--- config.mk ---
export PLATFORM = sky130hd
export DESIGN_NAME = fu_complete_buffer
export DESIGN_NICKNAME = d
export VERILOG_FILES = /design/src/rtl/sys_defs.sv /design/src/rtl/fu_result_fifo.sv /design/src/rtl/fu_complete_buffer.sv
export SDC_FILE = /design/constraint.sdc
export NUM_CORES = 1
export LEC_CHECK = 0
export ABC_AREA = 1
export BUFFER_PORTS_ARGS = -buffer_cell sky130_fd_sc_hd__buf_2
export CAP_MARGIN = 20
export CORE_AREA = 3 3 252 254
export DETAILED_ROUTE_END_ITERATION = 8
export DIE_AREA = 0 0 255 257
export GPL_TIMING_DRIVEN = 0
export PLACE_DENSITY = 0.76
export SYNTH_ARGS = -nofsm -noshare
export SYNTH_HDL_FRONTEND = slang
export SYNTH_SLANG_ARGS = --single-unit
--- constraint.sdc ---
create_clock -name clock -period 5.6 [get_ports clock]
set_input_delay 0.84 -clock clock [delete_from_list [all_inputs] [get_ports clock]]
set_output_delay 0.84 -clock clock [all_outputs]
set_load 0.05 [all_outputs]
--- src/rtl/sys_defs.sv ---
// Shared FU/complete-stage types and the per-FU result buffer depth.
package sys_defs;

  localparam int NUM_FU_SLOTS = 8;
  localparam int FU_CB_DEPTH  = 2;
  localparam int PR_WIDTH     = 6;

  // Bit i belongs to FU slot i: 0 is alu_1, 7 is branch.
  typedef logic [NUM_FU_SLOTS-1:0] FU_STATE_PACKET;

  typedef struct packed {
    logic [PR_WIDTH-1:0] dest_pr;
    logic [31:0]         dest_value;
    logic                if_take_branch;
  } FU_COMPLETE_PACKET;

endpackage

--- src/rtl/fu_result_fifo.sv ---
// One FU result slot: small FIFO with a grant-pending bit that delays the pop one cycle.
module fu_result_fifo
  import sys_defs::*;
#(
  parameter int DEPTH = FU_CB_DEPTH
) (
  input  logic              clock,
  input  logic              reset,
  input  logic              push_valid,
  input  FU_COMPLETE_PACKET push_data,
  input  logic              c_stall,
  input  logic              squash,
  output logic              ready,
  output logic              finish,
  output FU_COMPLETE_PACKET head
);

  localparam int PW = (DEPTH > 1) ? $clog2(DEPTH) : 1;
  localparam int CW = $clog2(DEPTH + 1);

  FU_COMPLETE_PACKET mem [DEPTH];
  logic [PW-1:0]     rd_ptr;
  logic [PW-1:0]     wr_ptr;
  logic [CW-1:0]     cnt;
  logic              pend;
  logic              grant;
  logic              push;

  assign ready  = (cnt < CW'(DEPTH));
  // The in-flight head is already owned by complete_stage, so it is not offered again.
  assign finish = ((cnt - CW'(pend)) != '0) & ~squash;
  assign grant  = finish & ~c_stall;
  assign push   = push_valid & ready & ~squash;
  assign head   = (cnt != '0) ? mem[rd_ptr] : '0;

  always_ff @(posedge clock) begin
    if (push) mem[wr_ptr] <= push_data;
  end

  always_ff @(posedge clock or negedge reset) begin
    if (!reset) begin
      rd_ptr <= '0;
      wr_ptr <= '0;
      cnt    <= '0;
      pend   <= 1'b0;
    end else if (squash) begin
      rd_ptr <= '0;
      wr_ptr <= '0;
      cnt    <= '0;
      pend   <= 1'b0;
    end else begin
      pend <= grant;
      if (push) wr_ptr <= wr_ptr + PW'(1);
      if (pend) rd_ptr <= rd_ptr + PW'(1);
      cnt <= cnt + CW'(push) - CW'(pend);
    end
  end

endmodule

--- src/rtl/fu_complete_buffer.sv ---
// Per-FU result buffers feeding complete_stage.
// Optional FU_CB_OVERFLOW_CHECK_EN adds sticky overflow_err and a saturating overflow_cnt.
module fu_complete_buffer
  import sys_defs::*;
#(
  parameter int DEPTH  = FU_CB_DEPTH,
  parameter int NUM_FU = 8
) (
  input  logic                           clock,
  input  logic                           reset,
  input  FU_STATE_PACKET                 fu_valid,
  input  FU_COMPLETE_PACKET [NUM_FU-1:0] fu_result,
  output FU_STATE_PACKET                 fu_ready,
  input  FU_STATE_PACKET                 fu_c_stall,
  input  logic                           squash,
  output FU_STATE_PACKET                 fu_finish,
  output FU_COMPLETE_PACKET [NUM_FU-1:0] fu_c_in
`ifdef FU_CB_OVERFLOW_CHECK_EN
  ,
  output logic                           overflow_err,
  output logic [15:0]                    overflow_cnt
`endif
);

  generate
    for (genvar gi = 0; gi < NUM_FU; gi++) begin : g_slot
      fu_result_fifo #(
        .DEPTH(DEPTH)
      ) u_fifo (
        .clock     (clock),
        .reset     (reset),
        .push_valid(fu_valid[gi]),
        .push_data (fu_result[gi]),
        .c_stall   (fu_c_stall[gi]),
        .squash    (squash),
        .ready     (fu_ready[gi]),
        .finish    (fu_finish[gi]),
        .head      (fu_c_in[gi])
      );
    end
  endgenerate

`ifdef FU_CB_OVERFLOW_CHECK_EN
  logic overflow_hit;
  assign overflow_hit = |(fu_valid & ~fu_ready);

  always_ff @(posedge clock or negedge reset) begin
    if (!reset) begin
      overflow_err <= 1'b0;
      overflow_cnt <= '0;
    end else if (overflow_hit) begin
      overflow_err <= 1'b1;
      if (overflow_cnt != 16'hFFFF) overflow_cnt <= overflow_cnt + 16'd1;
    end
  end
`endif

endmodule

==> impl_metrics.csv, run 1 <==
group,metric,value,unit
outcome,run_status,"finished clean",
logic_synthesis,syn_area_per_cell,13.14,µm²
pwr,cellPowerDensity,564.7,mW/mm²
global_route,grt_max_degree,34,
global_route,grt-ovfl-total,0,
layout,instances_no_fill,3580,
clocking,cts-resized-gates,0,
placement,dp_hpwl,50.63,mm
clocking,cts_hold_buf,0,
clocking,post_cts_buffers,0,
logic_synthesis,ys_ff_latch,664,
routing,dr.pass1.iters,5,
timing,worst_pin_slew,0.7178,ns
logic_synthesis,synth_cell_types,22,
global_route,grt_pass1_wl,103.3,mm
clocking,cts_tree,"built",
logic_synthesis,ys_seq_area_share,75.74,%
run,maxCapViolations,0,
routing,post-route-drc-count,0,
critical_path,crit_fanout,10,
timing,drv_slew,0,
floorplan,core-area,0.06148,mm²
timing,clock-skew-final,0.02155,ns
clocking,root_buffer,"clkbuf_16",
critical_path,crit_chain,"buf_6 -> clkinv_2 -> buf_2 -> nand2_1 -> a21oi_1 -> buf_2",
placement,gp_congestion,0.8392,
timing,finalCritPeriodShare,54.56,%
routing,routed_wl,69.72,mm
clocking,clock_path_buffers,3,
floorplan,start_util,42.39,%
critical_path,cp-end-kind,"primary output",
global_route,antenna_found_initial,21,
clocking,htreeDepth,3,
clocking,clock_latency,0.59,ns
critical_path,crit_top_cell,"buf_2",
floorplan,die_x,255,µm
logic_synthesis,syn_nets,2330,
timing,fin_crit,3.055,ns
routing,num_vias,17830,
critical_path,crit_buf_inv,4,
critical_path,crit_arrival,2.22,ns
critical_path,worst-setup-path-type,"flop to primary output",
floorplan,ios,659,
logic_synthesis,yosysWarningCount,0,
timing,slew_headroom,52.03,%
clocking,cts_buffers,69,
timing,rsz0062_at_grt,"false",
timing,setup_viol,0,
layout,nets,3075,
logic_synthesis,synthCells,1983,
layout,drive_gt1_share,35.95,%
placement,io_buffer_count,657,
routing,routedWlPerCell,19.47,µm
clocking,clk_pin_slew,0.06,ns
routing,viasPerCell,4.980,
floorplan,dieHeight,257,µm
floorplan,die_area,0.06554,mm²
timing,max_freq,0.3273,GHz
min_path,hold_path_class,"input pin to asynchronous set/reset pin",
critical_path,critPathLaunchType,"flop",
floorplan,rows,91,
critical_path,worst_ep_required_time,4.76,ns
layout,synthToLayoutAreaGrowth,27.11,%
layout,final_common_cell,"buf_2",
clocking,cts.sinks,664,
critical_path,path_delay_family,"buffers and inverters",
global_route,first_global_vias,17850,
timing,tns,0,ns
logic_synthesis,syn-cell-area,0.02606,mm²
critical_path,slowest_delay,0.42,ns
routing,drtIter0Drc,1104,
routing,drtAntennaViolNets,0,
placement,dp.cells,3447,
critical_path,critPathSlowestCell,"a21oi_1",
global_route,grt.total_usage,20.61,%
pwr,vdd_ir_drop_max,494.1,µV
pwr,leakagePower,13.67,nW
layout,final_cell_mix,"buf_2, nand2_1, edfxtp_1",
timing,hold_viol,0,
per-stage QoR:
step	instance area [µm²]	hold WS (ns)	util, %	worst slack, ns	power, mW
finish	33130	0.2453	53.88	2.545	18.71
floorplan	26060	0.4429	-	2.210	12.03
global route	33120	0.2452	53.87	2.467	19.47
detailed placement	30840	0.4683	50.15	2.674	14.23
global placement	30340	0.4682	49.34	0.8806	14.08
CTS	33100	0.2091	53.83	2.517	18.83
state kept, by name, indices dropped and copies added (netlist names):
signal	cells
g_slot.u_fifo.cnt	16
g_slot.u_fifo.mem	624
g_slot.u_fifo.pend	8
g_slot.u_fifo.rd_ptr	8
g_slot.u_fifo.wr_ptr	8
final timing paths:
| kind | startpoint | end | slack (ns) | depth (start not counted) |
|---|---|---|---|---|
| hold reg to reg | g_slot[1].u_fifo.pend | g_slot[1].u_fifo.rd_ptr | 0.48 | 1 |
| hold / removal | reset | g_slot[0].u_fifo.wr_ptr | 0.25 | 1 |
| setup reg to reg | g_slot[0].u_fifo.cnt[1] | g_slot[0].u_fifo.mem[0][17] | 3.71 | 4 |
| min in group clock | fu_c_stall[4] | g_slot[4].u_fifo.pend | 0.41 | 2 |
| setup / recovery | g_slot[1].u_fifo.rd_ptr | fu_c_in[59] | 2.54 | 6 |
| max in group asynchronous | reset | g_slot[7].u_fifo.rd_ptr | 4.81 | 2 |
where the power goes:
group          internal [mW]  switching, mW  leakage (nW)  total [mW]
Sequential              5.94          0.158          6.25        6.10
Combinational           1.75           6.27          6.32        8.02
Clock                   2.73           1.86          1.10        4.58
Total                   10.4           8.29          13.7        18.7
layer usage:
layer / wire length (µm) / up-vias / GRT usage, %
met2: 35340 / 745 / 36.35
met1: 25500 / 8484 / 23.07
met3: 6036 / 166 / 5.913
met4: 2720 / 18 / 9.170
li1: - / 8416 / -
met5: 122 / - / 0
cells in the mapped netlist:
library cell	count	area, µm²
buf_2	59	295.3
buf_8	7	105.1
clkbuf_1	8	30.03
dfrtp_1	40	1001
clkinv_2	8	40.04
o21ai_0	7	35.03
inv_4	1	6.260
o21ai_1	9	45.04
nand2_1	653	2451
inv_1	56	210.2
buf_6	25	281.5
edfxtp_1	624	18740
buf_4	24	180.2
buf_12	3	60.06
nand3_2	1	10.01
nor2_1	40	150.1
ha_1	16	200.2
nor2_2	8	50.05
a21oi_2	42	367.9
nand3_1	31	155.2
a21oi_1	286	1431
nand2_2	35	219.0
kinds of logic (layout without fill, tap and decap cells):
kind of cell,after synthesis,count (layout),synth area share (%)
other cells,0,11,0
compound gates,344,344,7.211
fa+ha+maj,16,16,0.7681
flops,664,664,75.74
simple gates,768,768,11.65
buf+inv,191,987,4.638
area by class of cell:
cell class | instances | area (µm²)
fillers | 4995 | 28360
flip-flops and latches | 664 | 19740
multi-input cells | 1128 | 5235
repair buffers | 674 | 3666
clock buffers | 85 | 1808
well taps | 790 | 988.4
plain buffers | 126 | 952.2
clock inverters | 37 | 454.2
inverters | 65 | 256.5
diodes | 11 | 27.53
Power figures use the tool's default switching activity.
==> run 2: changes to the inputs <==
- CORE_AREA: 3 3 252 254 -> 3 3 254 256
- DIE_AREA: 0 0 255 257 -> 0 0 257 259
- PLACE_DENSITY: 0.76 -> 0.75
- clock period: 5.6 -> 2.95 ns (I/O delays scaled with it)
==> run 2 against run 1 <==
Register-to-register slack worse by 2.6 ns. Sequential power is 90% higher. Via count increased by 7.4%. Combinational power grew 95%. Sequential cell count unchanged. Sequential share of layout area down 4.2 points. First-iteration DRC count rose by 37%.
==> impl_metrics.csv, run 2 (synthesis results as in run 1) <==
group,metric,value,unit
pwr,leakagePower,14.68,nW
pwr,vdd_ir_drop_max,818.2,µV
global_route,top_usage_layer,"met2",
clocking,cts_hold_buf,247,
clocking,clock_path_buffers,3,
layout,utilization,56.76,%
pwr,p_clk_share,23.8,%
floorplan,rows,92,
min_path,hold_path_class,"input pin to flop",
layout,final_area,0.03561,mm²
critical_path,cp-end-kind,"primary output",
critical_path,crit_top_cell,"buf_2",
global_route,use_met1,23.73,%
placement,io_buffer_count,657,
layout,largest_reg_flops,624,
layout,top_register,"g_slot.u_fifo.mem",
routing,num_vias,19150,
global_route,antenna_found_initial,13,
min_path,worstHoldStart,"fu_result[284]",
clocking,cts_tree,"built",
timing,hold_viol,0,
routing,drtIter0Drc,1516,
min_path,hold_end,"g_slot[7].u_fifo.mem[0][11]",
critical_path,r2r_end,"g_slot[1].u_fifo.mem[0][10]",
floorplan,dieHeight,259,µm
min_path,holdPathStages,1,
outcome,run_status,"finished clean",
clocking,htreeDepth,3,
timing,holdWs,0.05123,ns
pwr,power_frac_seq,32.5,%
timing,max_freq,0.3853,GHz
floorplan,core-area,0.06274,mm²
floorplan,die_area,0.06656,mm²
critical_path,crit_fanout,10,
pwr,power.switching,15.92,mW
global_route,grt-ovfl-total,0,
layout,largest_registers,"g_slot.u_fifo.mem x624, g_slot.u_fifo.cnt x16",
pwr,power,35.66,mW
layout,synthToLayoutAreaGrowth,36.63,%
routing,routed_wl,73.65,mm
global_route,use_met3,5.638,%
timing,tns,0,ns
timing,clock-skew-final,0.02304,ns
critical_path,slowest_delay,0.37,ns
layout,instances_no_fill,3880,
placement,dp.cells,3503,
critical_path,path_delay_family,"buffers and inverters",
clocking,root_buffer,"clkbuf_16",
timing,setup_viol,0,
clocking,cts_buffers,71,
routing,routedWlPerCell,18.98,µm
critical_path,critPathLaunchType,"flop",
timing,worst_slack,0.3546,ns
clocking,cts-resized-gates,0,
global_route,first_global_vias,19680,
layout,final_cell_mix,"buf_2, nand2_1, edfxtp_1",
placement,post_dp_cell_area,0.03091,mm²
clocking,cts.sinks,664,
routing,drtAntennaViolNets,0,
placement,gp_congestion,0.8252,
pwr,p_sw_share,44.65,%
routing,viasPerCell,4.937,
routing,dr.pass1.iters,5,
clocking,clock_latency,0.60,ns
clocking,clk_pin_slew,0.06,ns
timing,fin_crit,2.595,ns
floorplan,start_util,41.54,%
pwr,cellPowerDensity,1002,mW/mm²
timing,finalCritPeriodShare,87.98,%
layout,nets,3324,
critical_path,worst_ep_required_time,2.51,ns
clocking,post_cts_buffers,0,
placement,dp_slack,0.6133,ns
critical_path,crit_arrival,2.15,ns
timing,worst_pin_slew,0.6812,ns
critical_path,worst-setup-path-type,"flop to primary output",
routing,post-route-drc-count,0,
critical_path,critPathSlowestCell,"dfrtp_1",
floorplan,die_x,257,µm
placement,dp_hpwl,50.17,mm
critical_path,reg2reg_depth,4,
global_route,met2_usage,38.58,%
floorplan,ios,659,
global_route,grt_pass1_wl,110.8,mm
critical_path,r2r_start,"g_slot[1].u_fifo.cnt[1]",
run,maxCapViolations,0,
layout,final_common_cell,"buf_2",
timing,rsz0062_at_grt,"false",
global_route,grt.total_usage,21.54,%
timing,slew_headroom,54.48,%
layout,drive_gt1_share,32.95,%
critical_path,crit_chain,"buf_6 -> clkinv_2 -> buf_2 -> nand2_1 -> a21oi_1 -> buf_2",
pwr,intPower,19.74,mW
critical_path,crit_buf_inv,4,
timing,drv_slew,0,
pwr,power_frac_comb,43.7,%
global_route,grt_max_degree,33,
critical_path,rrSetupSlack,1.07,ns
run 2: worst max-delay path by stage:
stage                     cells after the start                     from                    endpoint  slack [ns]
final                                         6  g_slot[1].u_fifo.rd_ptr                 fu_c_in[61]        0.35
after global placement                        5                   squash  g_slot[7].u_fifo.mem[0][4]       -1.22
after detailed placement                      7                   squash  g_slot[6].u_fifo.mem[1][7]        0.61
after CTS                                     6  g_slot[1].u_fifo.rd_ptr                 fu_c_in[61]        0.31
after floorplan                               5                   squash  g_slot[5].u_fifo.mem[0][0]        0.01
after global routing                          4  g_slot[1].u_fifo.cnt[1]                 fu_c_in[61]        0.26
run 2: power by group through the flow:
stage | Sequential (mW) | Combinational, mW | Clock (mW)
after floorplan | 11.7 | 11.1 | 0
after global placement | 11.8 | 14.9 | 0
after detailed placement | 11.8 | 15.2 | 0
after CTS | 11.6 | 15.5 | 8.61
after global routing | 11.7 | 16.4 | 9.01
final | 11.6 | 15.6 | 8.49
run 2: area by class of cell:
class	instances	area [µm²]
inverters	65	256.5
fillers	4801	27130
well taps	846	1059
flip-flops and latches	664	19740
multi-input cells	1128	5235
repair buffers	921	6138
diodes	11	27.53
clock buffers	93	1901
clock inverters	26	301.5
plain buffers	126	952.2
run 2: per-layer routing:
layer	share of wire, %	vias up
met2	52	881
met4	4.8	10
met1	35	9161
met5	0.086	-
li1	-	8896
met3	7.7	206
==> run 3: changes to the inputs <==
- ABC_AREA: 1 -> 0
- CORE_AREA: 3 3 254 256 -> 3 3 252 254
- DIE_AREA: 0 0 257 259 -> 0 0 255 257
==> run 3 against run 2 <==
Register-to-register slack worse by 0.27 ns. Power up 2.8%. Area after synthesis down 1.5%. Critical path depth is 1 lower. Sequential cell count did not move. First-iteration DRC count fell by 34%. Critical endpoint is now fu_c_in[37].
==> impl_metrics.csv, run 3 <==
group,metric,value,unit
floorplan,die_area,0.06554,mm²
logic_synthesis,syn_nets,1888,
logic_synthesis,synthMuxAreaShare,12.17,%
routing,routedWlPerCell,20.51,µm
pwr,p_clk_share,24.0,%
min_path,hold_path_class,"input pin to flop",
global_route,grt-ovfl-total,0,
clocking,clock_latency,0.60,ns
clocking,htreeDepth,3,
timing,slew_headroom,34.80,%
clocking,cts_tree,"built",
pwr,intPower,20.57,mW
logic_synthesis,synth-edff-count,624,
layout,final_cell_mix,"buf_2, edfxtp_1, nor2_1",
routing,drtIter0Drc,996,
pwr,power_frac_seq,31.8,%
routing,drtAntennaViolNets,0,
critical_path,r2r_start,"g_slot[5].u_fifo.cnt[1]",
pwr,cellPowerDensity,1061,mW/mm²
logic_synthesis,syn-cell-area,0.02566,mm²
critical_path,path_delay_family,"buffers and inverters",
layout,synthToLayoutAreaGrowth,34.74,%
logic_synthesis,ys_ff_latch,664,
timing,tns,0,ns
pwr,p_sw_share,43.91,%
layout,nets,2825,
logic_synthesis,yosysTopAreaCell,"edfxtp_1",
clocking,clock_path_buffers,3,
outcome,run_status,"finished clean",
global_route,antenna_found_initial,16,
logic_synthesis,synth_commonest_cells,"edfxtp_1, nor2_1, mux2i_1, buf_4",
layout,drive_gt1_share,34.07,%
layout,final_common_cell,"buf_2",
global_route,grt.total_usage,20.26,%
logic_synthesis,synth_ff_type,"edfxtp_1",
timing,drv_slew,0,
clocking,cts_buffers,70,
timing,clock-skew-final,0.02162,ns
global_route,grt_pass1_wl,100.9,mm
routing,dr.pass1.iters,5,
critical_path,crit_chain,"nor2_1 -> buf_2 -> buf_4 -> nor2_1 -> buf_2",
placement,io_buffer_count,657,
placement,dp_slack,0.6784,ns
critical_path,critPathLaunchType,"flop",
floorplan,dieHeight,257,µm
floorplan,start_util,41.73,%
timing,worst_slack,0.2438,ns
logic_synthesis,synth_xor_xnor_area_share,1.092,%
pwr,power_frac_comb,44.1,%
floorplan,ios,659,
placement,dp_hpwl,46.96,mm
layout,nFillCells,4678,
run,maxCapViolations,0,
timing,max_freq,0.3695,GHz
timing,finalCritPeriodShare,91.74,%
critical_path,slowest_delay,0.43,ns
logic_synthesis,yosysWarningCount,0,
clocking,cts_hold_buf,195,
floorplan,rows,91,
routing,viasPerCell,4.901,
clocking,cts-resized-gates,0,
timing,setup_viol,0,
logic_synthesis,synth_compound_area_share,0.1999,%
logic_synthesis,synth_cell_types,15,
layout,top_register,"g_slot.u_fifo.mem",
critical_path,worst_ep_required_time,2.51,ns
clocking,clk_pin_slew,0.07,ns
pwr,power.switching,16.11,mW
clocking,root_buffer,"clkbuf_16",
critical_path,crit_arrival,2.26,ns
timing,rsz0062_at_grt,"false",
critical_path,crit_buf_inv,3,
timing,fin_crit,2.706,ns
logic_synthesis,ys_top_cells_by_area,"edfxtp_1, mux2i_1, nor2_1",
logic_synthesis,syn_area_per_cell,16.65,µm²
timing,hold_viol,0,
critical_path,cp-end-kind,"primary output",
logic_synthesis,synth_most_common_cell,"edfxtp_1",
pwr,leakagePower,13.43,nW
critical_path,crit_fanout,10,
logic_synthesis,yosys.area_share.simple,6.202,%
routing,post-route-drc-count,0,
clocking,cts.sinks,664,
logic_synthesis,synthCells,1541,
routing,routed_wl,68.36,mm
logic_synthesis,async_flop_share,6.024,%
clocking,post_cts_buffers,0,
floorplan,core-area,0.06148,mm²
logic_synthesis,ys_seq_area_share,76.93,%
timing,worst_pin_slew,0.9780,ns
critical_path,critPathSlowestCell,"dfrtp_1",
floorplan,die_x,255,µm
logic_synthesis,synth_top_family_by_area,"multiplexers",
critical_path,crit_start,"g_slot[0].u_fifo.cnt[1]",
min_path,worstHoldStart,"fu_result[62]",
logic_synthesis,yosysTopAreaCellShare,73.03,%
routing,num_vias,16330,
placement,gp_congestion,0.8412,
critical_path,worst-setup-path-type,"flop to primary output",
layout,largest_reg_flops,624,
pwr,vdd_ir_drop_max,999.0,µV
global_route,grt_max_degree,40,
global_route,first_global_vias,17550,
logic_synthesis,synthAdderAreaFrac,0.7802,%
layout,largest_registers,"g_slot.u_fifo.mem x624, g_slot.u_fifo.cnt x16",
## run 3: cell types whose count changed after synthesis, moves of 39 or more
cell | previous run | this run
a21oi_1 | 286 | 5
mux2i_1 | 0 | 312
nor2_1 | 40 | 344
buf_2 | 59 | 20
a21oi_2 | 42 | 3
nand2_1 | 653 | 0
nor2b_1 | 0 | 40
## run 3: logic make-up (layout without fill, tap and decap cells)
kind of cell,after synthesis,in the layout
buffers and inverters,117,1106
AOI/OAI and AO/OA,8,8
DFF,664,664
muxes,312,312
adders and majority gates,16,16
and+or+nand+nor,392,392
other,0,12
xor gates and xnor gates,32,32
## run 3: per-layer routing
layer,up-vias,share of wire [%],GRT usage (%)
met3,154,7.6,5.357
met5,-,0.080,0
met2,663,52,36.29
met1,8026,36,22.52
li1,7477,-,-
met4,10,3.9,8.948
## run 3: layout make-up
class                   instances  area [µm²]  share of cell area (%)
clock inverters                35       436.7                   1.263
well taps                     790       988.4                   2.859
clock buffers                  89        1863                   5.389
repair buffers                865        5525                   15.98
inverters                      24       90.09                  0.2606
plain buffers                  93       584.3                   1.690
multi-input cells             760        5316                   15.38
flip-flops and latches        664       19740                   57.09
diodes                         12       30.03                 0.08686
## run 3: final timing paths
path	endpoint	slack, ns	cells after the start
worst min-delay path	g_slot[1].u_fifo.mem[0][23]	0.04	1
worst max-delay path	fu_c_in[37]	0.24	5
max in group asynchronous	g_slot[1].u_fifo.cnt[1]	1.91	3
min in group asynchronous	g_slot[2].u_fifo.cnt[0]	0.46	2
worst max register to register	g_slot[5].u_fifo.mem[1][37]	0.80	3
worst min register to register	g_slot[2].u_fifo.rd_ptr	0.55	2
## run 3: per-stage QoR
stage | power [mW] | area, µm² | hold WS [ns] | std cells | util (%)
floorplan | 23.62 | 25680 | 0.1469 | 1541 | -
global placement | 27.49 | 29960 | 0.5289 | 2988 | 48.72
detailed placement | 27.77 | 30290 | 0.4863 | 3001 | 49.27
CTS | 36.85 | 34540 | 0.000002609 | 3320 | 56.18
global route | 38.09 | 34560 | 0.006739 | 3327 | 56.21
finish | 36.68 | 34570 | 0.04253 | 3332 | 56.23
## run 3: power groups by stage
stage	combinational, mW	clock (mW)	sequential [mW]
6_report	16.2	8.82	11.7
5_1_grt	17.0	9.39	11.7
4_1_cts	16.2	8.98	11.7
3_5_place_dp	15.9	0	11.9
3_3_place_gp	15.7	0	11.8
2_1_floorplan	11.9	0	11.8
